### src/rtl/pipe_pkg.sv
// Shared opcode constants, FSM state type and register-use decode for the
// pipeline hazard controller.
package pipe_pkg;

    localparam logic [6:0] OP_ITYPE = 7'b0010011;
    localparam logic [6:0] OP_LD    = 7'b0000011;
    localparam logic [6:0] OP_SD    = 7'b0100011;
    localparam logic [6:0] OP_BEQ   = 7'b1100011;
    localparam logic [6:0] OP_RTYPE = 7'b0110011;

    typedef enum logic [1:0] {
        IDLE     = 2'd0,
        RUN      = 2'd1,
        MEM_WAIT = 2'd2,
        ERR      = 2'd3
    } state_e;

    // True when the opcode reads rs1 from the register file.
    function automatic logic uses_rs1(input logic [6:0] op);
        return (op == OP_ITYPE) || (op == OP_LD) || (op == OP_SD) ||
               (op == OP_BEQ)   || (op == OP_RTYPE);
    endfunction

    // True when the opcode reads rs2 from the register file.
    function automatic logic uses_rs2(input logic [6:0] op);
        return (op == OP_SD) || (op == OP_BEQ) || (op == OP_RTYPE);
    endfunction

endpackage

### src/rtl/sat_counter.sv
// Up-counter that sticks at all-ones instead of wrapping.
module sat_counter #(
    parameter int W = 16
) (
    input  logic         clk_i,
    input  logic         rst_ni,
    input  logic         inc_i,
    output logic [W-1:0] cnt_o
);

    logic [W-1:0] cnt_q;
    logic [W-1:0] cnt_d;

    // Next count: add one unless already saturated.
    always_comb begin
        cnt_d = cnt_q;
        if (inc_i && (cnt_q != '1)) begin
            cnt_d = cnt_q + 1'b1;
        end
    end

    // Count register, cleared by the asynchronous reset.
    always_ff @(posedge clk_i or negedge rst_ni) begin
        if (!rst_ni) begin
            cnt_q <= '0;
        end else begin
            cnt_q <= cnt_d;
        end
    end

    assign cnt_o = cnt_q;

endmodule

### src/rtl/pipe_hazard_ctrl.sv
// Stall/flush sequencer for the 5-stage pipeline: load-use bubbles, taken-beq
// flush of IF/ID, and a full freeze while the data memory has not acked.
// Memory handshake: dmem_valid_o is held while an access is outstanding and
// the access completes in the cycle dmem_ack_i is high; an ack in the same
// cycle as the request is a zero-wait access and costs no stall.
module pipe_hazard_ctrl
    import pipe_pkg::*;
#(
    parameter int WAIT_MAX = 64,
    parameter int CNT_W    = 16
) (
    input  logic             clk_i,
    input  logic             rst_i,
    input  logic             start_i,
    input  logic [6:0]       IFID_op_i,
    input  logic [4:0]       IFID_rs1_i,
    input  logic [4:0]       IFID_rs2_i,
    input  logic             IDEX_memread_i,
    input  logic [4:0]       IDEX_rd_i,
    input  logic             branch_taken_i,
    input  logic             dmem_req_i,
    input  logic             dmem_ack_i,
    output logic             pc_we_o,
    output logic             ifid_we_o,
    output logic             ifid_flush_o,
    output logic             idex_bubble_o,
    output logic             exmem_we_o,
    output logic             memwb_we_o,
    output logic             dmem_valid_o,
    output logic             err_o,
    output logic [CNT_W-1:0] stall_cnt_o,
    output logic [CNT_W-1:0] flush_cnt_o,
    output logic [1:0]       dbg_state_o
);

    localparam int WW = $clog2(WAIT_MAX) + 1;
    localparam logic [WW-1:0] WAIT_LAST = WW'(WAIT_MAX - 1);

    state_e        state_q, state_d;
    logic [WW-1:0] wait_q, wait_d;
    logic          err_q, err_d;

    logic active;
    logic load_use;
    logic mem_stall;

    // Hazard detection: load-use against the ld in EX, and memory freeze.
    always_comb begin
        active   = (state_q == RUN) || (state_q == MEM_WAIT);
        load_use = IDEX_memread_i && (IDEX_rd_i != 5'd0) &&
                   ((uses_rs1(IFID_op_i) && (IFID_rs1_i == IDEX_rd_i)) ||
                    (uses_rs2(IFID_op_i) && (IFID_rs2_i == IDEX_rd_i)));
        if (state_q == MEM_WAIT) begin
            mem_stall = !dmem_ack_i;
        end else begin
            mem_stall = (state_q == RUN) && dmem_req_i && !dmem_ack_i;
        end
    end

    // Pipeline enables: memory freeze beats load-use, which beats branch flush.
    always_comb begin
        pc_we_o       = 1'b0;
        ifid_we_o     = 1'b0;
        ifid_flush_o  = 1'b0;
        idex_bubble_o = 1'b0;
        exmem_we_o    = 1'b0;
        memwb_we_o    = 1'b0;
        dmem_valid_o  = 1'b0;
        if (active) begin
            dmem_valid_o = (state_q == MEM_WAIT) || dmem_req_i;
            if (mem_stall) begin
                // Whole pipe frozen; everything else waits.
            end else if (load_use) begin
                // Hold PC and IF/ID, inject a bubble; a taken beq here used
                // stale operands so its flush is dropped.
                idex_bubble_o = 1'b1;
                exmem_we_o    = 1'b1;
                memwb_we_o    = 1'b1;
            end else begin
                pc_we_o      = 1'b1;
                ifid_we_o    = 1'b1;
                exmem_we_o   = 1'b1;
                memwb_we_o   = 1'b1;
                ifid_flush_o = branch_taken_i;
            end
        end
    end

    // Sequencer next state and memory-wait timeout.
    always_comb begin
        state_d = state_q;
        wait_d  = wait_q;
        err_d   = err_q;
        case (state_q)
            IDLE: begin
                if (start_i) begin
                    state_d = RUN;
                end
            end
            RUN: begin
                if (dmem_req_i && !dmem_ack_i) begin
                    state_d = MEM_WAIT;
                    wait_d  = '0;
                end
            end
            MEM_WAIT: begin
                if (dmem_ack_i) begin
                    state_d = RUN;
                end else if (wait_q == WAIT_LAST) begin
                    state_d = ERR;
                    err_d   = 1'b1;
                end else begin
                    wait_d = wait_q + 1'b1;
                end
            end
            ERR: begin
                state_d = ERR;
            end
            default: begin
                state_d = IDLE;
            end
        endcase
    end

    // State, wait counter and sticky error registers.
    always_ff @(posedge clk_i or negedge rst_i) begin
        if (!rst_i) begin
            state_q <= IDLE;
            wait_q  <= '0;
            err_q   <= 1'b0;
        end else begin
            state_q <= state_d;
            wait_q  <= wait_d;
            err_q   <= err_d;
        end
    end

    assign err_o       = err_q;
    assign dbg_state_o = state_q;

    sat_counter #(.W(CNT_W)) u_stall_cnt (
        .clk_i  (clk_i),
        .rst_ni (rst_i),
        .inc_i  (active && !pc_we_o),
        .cnt_o  (stall_cnt_o)
    );

    sat_counter #(.W(CNT_W)) u_flush_cnt (
        .clk_i  (clk_i),
        .rst_ni (rst_i),
        .inc_i  (ifid_flush_o),
        .cnt_o  (flush_cnt_o)
    );

endmodule

### config.mk
export PLATFORM = sky130hd
export DESIGN_NAME = pipe_hazard_ctrl
export DESIGN_NICKNAME = d
export VERILOG_FILES = /design/src/rtl/pipe_pkg.sv /design/src/rtl/sat_counter.sv /design/src/rtl/pipe_hazard_ctrl.sv
export SDC_FILE = /design/constraint.sdc
export NUM_CORES = 1
export LEC_CHECK = 0
export CAP_MARGIN = 20
export CORE_UTILIZATION = 43
export CTS_CLUSTER_SIZE = 12
export DETAILED_ROUTE_END_ITERATION = 10
export HOLD_SLACK_MARGIN = 0.02
export MAX_ROUTING_LAYER = met4
export PLACE_DENSITY = 0.77
export SETUP_SLACK_MARGIN = 0.15
export SLEW_MARGIN = 5
export SYNTH_ARGS = -nofsm -noshare
export SYNTH_HDL_FRONTEND = slang
export SYNTH_SLANG_ARGS = --single-unit
### constraint.sdc
create_clock -name clk_i -period 1.8 [get_ports clk_i]
set_input_delay 0.27 -clock clk_i [delete_from_list [all_inputs] [get_ports clk_i]]
set_output_delay 0.27 -clock clk_i [all_outputs]
set_load 0.03 [all_outputs]
# Word level (Yosys, flattened, before mapping)
# Index checks and enable logic that the tools add are counted.
[op_classes]
mux = 22
bitwise = 1
reduce_logical = 27
addsub = 3
eq_ne = 18
[op_table]
columns = ["operator", "count"]
rows = [
  ["adder 16 x 1 -> 16 bit (second input constant)", 2],
  ["inequality test 16 bit (second input constant)", 2],
  ["== test 7 x 6 -> 1 bit (second input constant)", 3],
  ["two-way mux 7 bit", 3],
  ["case mux 7 bit (2 select lines)", 1],
  ["two-way mux 1 bit", 13],
  ["== test 5 bit", 2],
  ["logical AND 1 bit", 10],
  ["logical OR 1 bit", 9],
  ["two-way mux 2 bit", 4],
  ["case mux 2 bit (4 select lines)", 1],
  ["adder 7 x 1 -> 7 bit (second input constant)", 1],
  ["== test 7 x 2 -> 1 bit (second input constant)", 1],
  ["== test 7 x 5 -> 1 bit (second input constant)", 1],
  ["== test 7 bit (second input constant)", 1],
  ["inequality test 2 bit (second input constant)", 3],
  ["AND reduction 3 bit", 2],
  ["nonzero test 5 bit", 1],
  ["== test 2 bit (second input constant)", 2],
  ["AND reduction 4 bit", 1],
  ["inequality test 3 x 2 -> 1 bit (second input constant)", 1],
  ["== test 2 x 1 -> 1 bit (second input constant)", 1],
  ["zero test 1 bit", 2],
  ["zero test 2 bit", 1],
  ["other kinds (3)", 3],
]
[word_totals]
out_inout_bits = 42
word_cells = 76
input_bits = 29
reg_bits = 42

# Longest topological paths before layout
[logic_depth]
depth_word = 14
depth_mapped = 11

# By module
# Synthesis repeated with hierarchy kept, for this count alone.
[unflattened]
cells_unflattened = 243
hier_area_um2 = 2606.2
[by_module_without_submodules]
columns = ["mod", "cells_per_inst", "n_inst", "seq_area_each_um2", "area_each_um2"]
rows = [
  ["sat_counter", 72, 2, 400.4, 859.6],
  ["pipe_hazard_ctrl", 99, 1, 250.2, 887.1],
]

# Worst setup path after synthesis
# OpenSTA, ideal clock, no wires.
[synth_timing]
path_kind = "register to output"
startpoint = "register state_q[0], in the netlist dbg_state_o[0]"
endpoint = "output port ifid_flush_o"
path_slack_ps = -871
t_arrival_ps = 2401
path_buffers = 2
path_stages_with_launch = 11
t_required_ps = 1530
cell_sequence = "dfrtp_1 -> inv_1 -> ha_1 -> buf_2 -> a21oi_1 -> o21ai_0 -> inv_1 -> o21ai_4 -> inv_2 -> buf_2 -> and2_1"
[synth_between]
elab_chain_len = 6
word_cells_on_any_way = 8
[synth_rtl]
columns = ["item", "line_no", "rtl"]
rows = [
  ["start, declared", "pipe_hazard_ctrl.sv:39", "state_e state_q, state_d;"],
  ["start signal, assigned", "pipe_hazard_ctrl.sv:132", "state_q <= state_d;"],
  ["== test 2 x 1 -> 1 bit", "pipe_hazard_ctrl.sv:49, pipe_hazard_ctrl.sv:56", ""],
  ["logical AND 1 bit (2 in series)", "pipe_hazard_ctrl.sv:56", "mem_stall = (state_q == RUN) && dmem_req_i && !dmem_ack_i;"],
  ["two-way mux 1 bit", "pipe_hazard_ctrl.sv:53", "if (state_q == MEM_WAIT) begin"],
  ["two-way mux 1 bit", "pipe_hazard_ctrl.sv:71", "if (mem_stall) begin"],
  ["two-way mux 1 bit *", "pipe_hazard_ctrl.sv:69", "if (active) begin"],
  ["end, declared", "pipe_hazard_ctrl.sv:25", "output logic ifid_flush_o,"],
]
# Every way passes the cells marked *; elsewhere a longest branch is shown, timed or not.

# Final worst setup path
[layout_timing]
startpoint = "register state_q[1], in the netlist dbg_state_o[1]"
endpoint = "output port ifid_flush_o"
# The elaborated chain is that of the path after synthesis.

==> metrics.cfg <==
[cts]
clkTransAtPathRegs_ns = 0.08
clock_latency_ns = 0.30
cts_tree = done
numClockSinks = 42
cts_root_buf = clkbuf_8
cts_buffers = 5
h-tree-depth = 2
clockBufferDepth = 2

[global_route]
grt_antenna_before_repair = 0
grt_max_degree = 23
grt_usage_pct = 25.9
first_global_vias = 2487
grt_pass1_wl_um = 11700
grt.overflow.total = 0

[sta]
worstMarginPinSlew_ns = 0.557
worst_slack_ns = -0.209
fin_crit_sh_pct = 112
rsz0062_at_grt = yes
finalCriticalPeriod_ns = 2.01
fmax_ghz = 0.498
hold_violations = 0
max_slew_margin_pct = 62.8
setup_viol_count_final = 21
final_max_slew_viol_count = 0
fin_skew_ns = 0.00795

[worst_setup_path]
path_cells = buf_6 > ha_4 > a21oi_4 > o21ai_4 > inv_4 > o21ai_4 > inv_2 > and2_4 > buf_6
cp_slowest_cell = dfrtp_2
arrival_ns = 1.74
crit_type = reg -> out
end_kind = primary output
start_kind = flop
required_ns = 1.53
cpPeakStageDelay_ns = 0.44
cp.buffers_inverters = 4
path_delay_family = flip-flops
cp_max_fo = 3

[synthesis]
synthCells = 236
synth_nets = 273
synth-seq-cells = 42
syn_area_per_cell_um2 = 10.1
ys.warnings.count = 0
synth_cell_type_count = 47
synth-seq-area-share_pct = 44.3
synth_area_um2 = 2370

[placement]
place_ws_ns = -1.02
place_area_um2 = 3590
finalWeightedCongestion = 0.848
dp_hpwl_um = 4620
io_buffers = 70

[layout]
area_delta_synth_final_pct = 68.9
layout.nets = 407
utilization_pct = 77.0
fillerInstances = 348
seqCellArea_um2 = 1060
drive_gt1_share_pct = 39.6
multi_input_area_um2 = 1580
n_antenna_cell = 0
finalInstanceArea_um2 = 4010

[min_path]
hold_class = reg -> reg

[die]
die_w_um = 76.3
initial_utilization_pct = 45.6
io_pins = 71
die-area_um2 = 5820
core_area_um2 = 5200
rows = 26
die_h_um = 76.3

[power]
power.share.clock_pct = 40.7
pwr-share-seq_pct = 49.9
power.density_nw_per_um2 = 471
static-leakage-power_nw = 2.06
switchingPower_mw = 0.445
ir_worst_vdd_uv = 384
p_int_mw = 1.44
comb_power_share_pct = 9.4
switching_share_pct = 23.5

[drt]
num_vias = 2381
avgRoutedWirePerCell_um = 16.5
wirelength_um = 7260
drt_iter0_drc = 130
via_per_inst = 5.40
firstDrtPassIters = 4
drtAntennaViolNets = 0
drc = 0

[job]
maxCapViolCount = 0

[status]
violations = negative setup slack
status = complete, but fails checks

-- sequential cells by signal, indices dropped and copies added, names as in the netlist --
signal and count:
dbg_state_o 2, err_o 1, u_flush_cnt.cnt_o 16, u_stall_cnt.cnt_o 16, wait_q 7
-- Yosys cell counts (all sizes together) --
master | count | area [um2]
o21ai | 6 | 41.3
xor2 | 27 | 236
and3 | 12 | 86.3
inv | 10 | 37.5
nand3 | 10 | 50.1
a21oi | 5 | 25.0
or4 | 1 | 7.51
nor3 | 9 | 45.0
buf | 4 | 25.0
clkbuf | 1 | 3.75
nor4 | 4 | 31.3
o221ai | 1 | 8.76
nand3b | 1 | 7.51
and2 | 1 | 6.26
nand4b | 1 | 8.76
nor2 | 14 | 55.1
nor3b | 2 | 15.0
a22o | 1 | 8.76
nand4 | 15 | 93.8
mux2i | 2 | 20.0
a211oi | 2 | 20.0
ha | 8 | 100
nand2 | 22 | 85.1
a221oi | 1 | 8.76
o21a | 1 | 7.51
nor2b | 1 | 6.26
o31ai | 1 | 7.51
a31o | 1 | 8.76
dfrtp | 42 | 1050
and4 | 3 | 26.3
xnor2 | 14 | 123
a22oi | 1 | 7.51
a31oi | 6 | 37.5
or3 | 1 | 6.26
a2111oi | 1 | 27.5
nand2b | 2 | 12.5
mux2 | 2 | 26.3
-- power groups by stage --
stage / Clock [mW] / Combinational (mW) / Sequential (mW)
after floorplan: 0 / 0.0407 / 0.962
after global placement: 0 / 0.155 / 0.962
after detailed placement: 0 / 0.159 / 0.962
after CTS: 0.772 / 0.165 / 0.943
after global routing: 0.828 / 0.191 / 0.943
final: 0.769 / 0.177 / 0.943
-- area by class of cell --
type / count / share of cell area, %
timing repair buffer: 132 / 28.1
tap: 70 / 2.18
multi-input combinational: 179 / 39.4
inverter: 10 / 1.06
clock buffer: 6 / 1.81
sequential: 42 / 26.6
clock inverter: 2 / 0.936
-- worst paths after layout --
| kind | startpoint | endpoint | slack [ns] | depth (start not counted) |
|---|---|---|---|---|
| min in group asynchronous | rst_i | u_flush_cnt.cnt_o[9] | 0.49 | 2 |
| min | err_o | err_o | 0.47 | 1 |
| max | dbg_state_o[1] | ifid_flush_o | -0.21 | 9 |
| max reg2reg | dbg_state_o[1] | u_flush_cnt.cnt_o[1] | -0.20 | 11 |
| min reg2reg | err_o | err_o | 0.47 | 1 |
| max in group asynchronous | rst_i | u_stall_cnt.cnt_o[1] | 0.79 | 3 |
-- timing repair --
action / in CTS / in global routing
pin swaps: 34 / 15
hold buffers: 1 / 0
resized for setup: 120 / 26
buffers inserted: 9 / 6
hold endpoints to repair: 21 / 0
endpoints found under the setup margin: 77 / 47
-- logic make-up after synthesis --
group                      count (synthesis)  synth area share [%]
adders and majority gates                  8                  4.22
buffers and inverters                     15                  2.79
and+or+nand+nor                           99                  22.9
DFF                                       42                  44.3
muxes                                      4                  1.95
xor gates and xnor gates                  41                  15.1
AOI/OAI and AO/OA                         27                  8.80
-- cell usage in the layout, fill, tap and decap left out, types with 2 or more instances in the layout --
cell type	instances
buf_4	54
dlygate4sd2_1	44
dfrtp_1	31
xor2_1	23
nand2_1	20
nand4_1	15
xnor2_1	14
buf_6	13
nor2_1	11
dfrtp_2	11
nand3_1	8
clkdlybuf4s50_1	8
and3_1	7
buf_2	7
inv_1	6
nor3_4	5
clkbuf_8	5
xor2_2	4
nor3_2	4
and3_4	4
o21ai_0	4
a31oi_1	4
ha_1	4
ha_4	4
nor4_4	3
and4_1	3
a21oi_1	3
inv_4	2
inv_2	2
a211oi_2	2
a21oi_4	2
o21ai_4	2
a31oi_2	2
mux2i_1	2
nor2_2	2
clkdlybuf4s15_1	2
-- stage by stage --
stage	setup TNS, ns	total power, mW	hold slack, ns	std cells
after floorplan	-2.56	1.00	-0.0256	236
after global placement	-17.71	1.12	0.272	417
after detailed placement	-19.99	1.12	0.278	417
after CTS	-1.57	1.88	0.479	435
after global routing	-5.49	1.96	0.512	441
final	-2.54	1.89	0.474	441
-- per-layer routing --
layer  global-route usage [%]  vias to the layer above  wire length (um)
li1                         -                     1106                 -
met1                     30.7                     1188              3080
met2                     43.0                       65              3760
met3                     5.03                       22               229
met4                     10.8                        0               187
met5                        -                        -                 0
No activity file was read; power rests on OpenSTA's default activity.
==> patch, RTL diff (config.mk and constraints unchanged) <==
The parameter `CNT_W` goes from 16 to 32.
--- a/src/rtl/pipe_hazard_ctrl.sv
+++ b/src/rtl/pipe_hazard_ctrl.sv
@@ -7,7 +7,7 @@
     import pipe_pkg::*;
 #(
     parameter int WAIT_MAX = 64,
-    parameter int CNT_W    = 16
+    parameter int CNT_W    = 32
 ) (
     input  logic             clk_i,
     input  logic             rst_i,
Ports: changed (resized flush_cnt_o and stall_cnt_o); port bits go from 71 to 103. The function was not compared with the original's and may differ.
==> patch against the unedited design <==
The flow still finishes with violations (setup timing); largest power group unchanged; design area up 56%; routed wire length up 49%; area after synthesis up 59%; combinational power down 12%; setup slack worse by 0.20 ns; sequential cell count up 32; via count up 52%; power up 64%.
==> patch: results (changes against the unedited design) <==
Finish
  – Layout cells sized above 1: 0.341 (-0.0548)
  – Nets: 612 (+50%)

Clocking
  – Clock insertion delay at the later pin of the skew report: 0.34 ns (+0.04 ns)
  – CTS H-tree lvls: 3 (+1)
  – Clock Path Buffers: 2 (unchanged)

Synthesis
  – Mux cell area share after synthesis: 0.00861 (-0.0109)
  – Post-synth top cells: 74 x dfrtp_1, 59 x xnor2_1, 31 x nand4_1
  – Post-Synth XOR/XNOR Area: 0.174 (+0.0226)
  – Adder-cell share of the synthesized area: 0.0265 (-0.0157)
  – Synth cell types: 41 (-13%)
  – Synth top area cells: dfrtp_1 49%, xnor2_1 14%, nand4_1 5.1%
  – Register area share after synthesis: 0.490 (+0.0475)
  – Synthesized net count: 396 (+45%)

Power and ir drop
  – Max VDD drop: 0.000337 V (-12%)
  – Pleak: 3.26 nW (+58%)

Setup path
  – Critical Path AT: 2.43 ns (+0.69 ns)
  – Critical Path Fanout Max: 8 (+5)

Timing
  – Final setup violation count: 73 (+250%)
  – Final setup TNS: -18.45 ns (-15.91 ns)
  – Slew headroom: 0.660 (+0.0315)
  – Setup ws final: -0.407 ns (-0.198 ns)

Run status
  – Failing checks: setup timing
  – Outcome: finished with violations

Placed design
  – Placed Area: 0.00563 mm² (+57%)
  – Port bufs: 102 (+46%)
  – Setup slack at placement: -0.868 ns (+0.148 ns)
  – GP Congestion: 0.872 (+2.8%)

Routing
  – Wl on met1: 4480 µm (+45%)
  – DRT iter0 DRCs: 140 (+7.7%)
  – Avg Vias per Cell: 5.29 (-2.1%)
  – Drt total wl: 10800 µm (+49%)
  – Wire length on met2: 5720 µm (+52%)

GRT
  – Total GRT Usage: 0.245 (-0.0142)
  – Pin count of the biggest net entering global routing: 29 (+26%)
  – Vias in the first global route: 3646 (+47%)

Min path
  – Tightest Hold Check Type: in2async
-- patch: cell types whose count changed in the layout (fill, tap and decap cells not counted), moves of 9 or more --
cell / change
and3_1: +12
and4_1: +9
buf_4: +45
dfrtp_1: +40
dlygate4sd2_1: +32
nand3_1: +9
nand4_1: +16
xnor2_1: +42
-- patch: area by class of cell --
type                       count  area [µm²]
inverter                       7        33.8
timing repair buffer         216        1870
fill                         559        2070
clock buffer                  10         128
sequential                    74        1860
clock inverter                 6        67.6
tap                          105         131
multi-input combinational    267        2180
-- patch: metal layers --
layer | track usage | up-vias
met5 | - | -
met4 | 0.0920 | 0
met3 | 0.0363 | 23
met2 | 0.419 | 90
met1 | 0.292 | 1811
li1 | - | 1697
-- patch: worst paths after layout --
check	start	endpoint	slack, ns	cells after the start
max	dbg_state_o[1]	u_flush_cnt.cnt_o[7]	-0.41	13
min in group clk_i	err_o	err_o	0.47	1
min	rst_i	u_stall_cnt.cnt_o[22]	0.41	2
min reg2reg	err_o	err_o	0.47	1
max reg2reg	dbg_state_o[1]	u_flush_cnt.cnt_o[7]	-0.41	13
max in group asynchronous	rst_i	u_stall_cnt.cnt_o[17]	0.78	3
-- patch: metrics by stage --
stage	hold slack [ns]	std cells	total power, mW
2_1_floorplan	-0.0256	359	1.73
3_3_place_gp	0.207	645	1.85
3_5_place_dp	0.212	645	1.85
4_1_cts	0.397	680	3.11
5_1_grt	0.421	685	3.21
6_report	0.411	685	3.09
-- patch: cell families (layout without fill, tap and decap cells) --
group           count (synthesis)  in the layout
flops                          74             74
buf+inv                        19            239
mux                             3              3
xor+xnor                       75             75
fa+ha+maj                       8              8
simple gates                  162            163
compound gates                 18             18
-- patch: worst max-delay path, cell delays in order, from the launching register on --
cell     delay [ns]
dfrtp_2        0.43
inv_4          0.06
ha_4           0.17
a21oi_4        0.12
or2_4          0.16
nand2_4        0.06
a21oi_4        0.16
nand2_2        0.10
inv_4          0.06
buf_6          0.08
and2_4         0.20
buf_12         0.13
nand4_1        0.17
xnor2_2        0.19
-- patch: power by group through the flow --
stage | registers (mW) | logic [mW] | clock network (mW)
2_1_floorplan | 1.69 | 0.0318 | 0
3_5_place_dp | 1.69 | 0.155 | 0
4_1_cts | 1.66 | 0.153 | 1.30
6_report | 1.66 | 0.155 | 1.28
5_1_grt | 1.66 | 0.171 | 1.38
3_3_place_gp | 1.69 | 0.152 | 0
-- patch: timing repair --
action                     in CTS  in global routing
gates resized for setup       126                 43
buffers inserted               15                  5
pin swaps                      39                 41
cloned                          3                  0
hold endpoints to repair       25                  0
setup endpoints to repair     141                 80
hold buffers                    1                  0
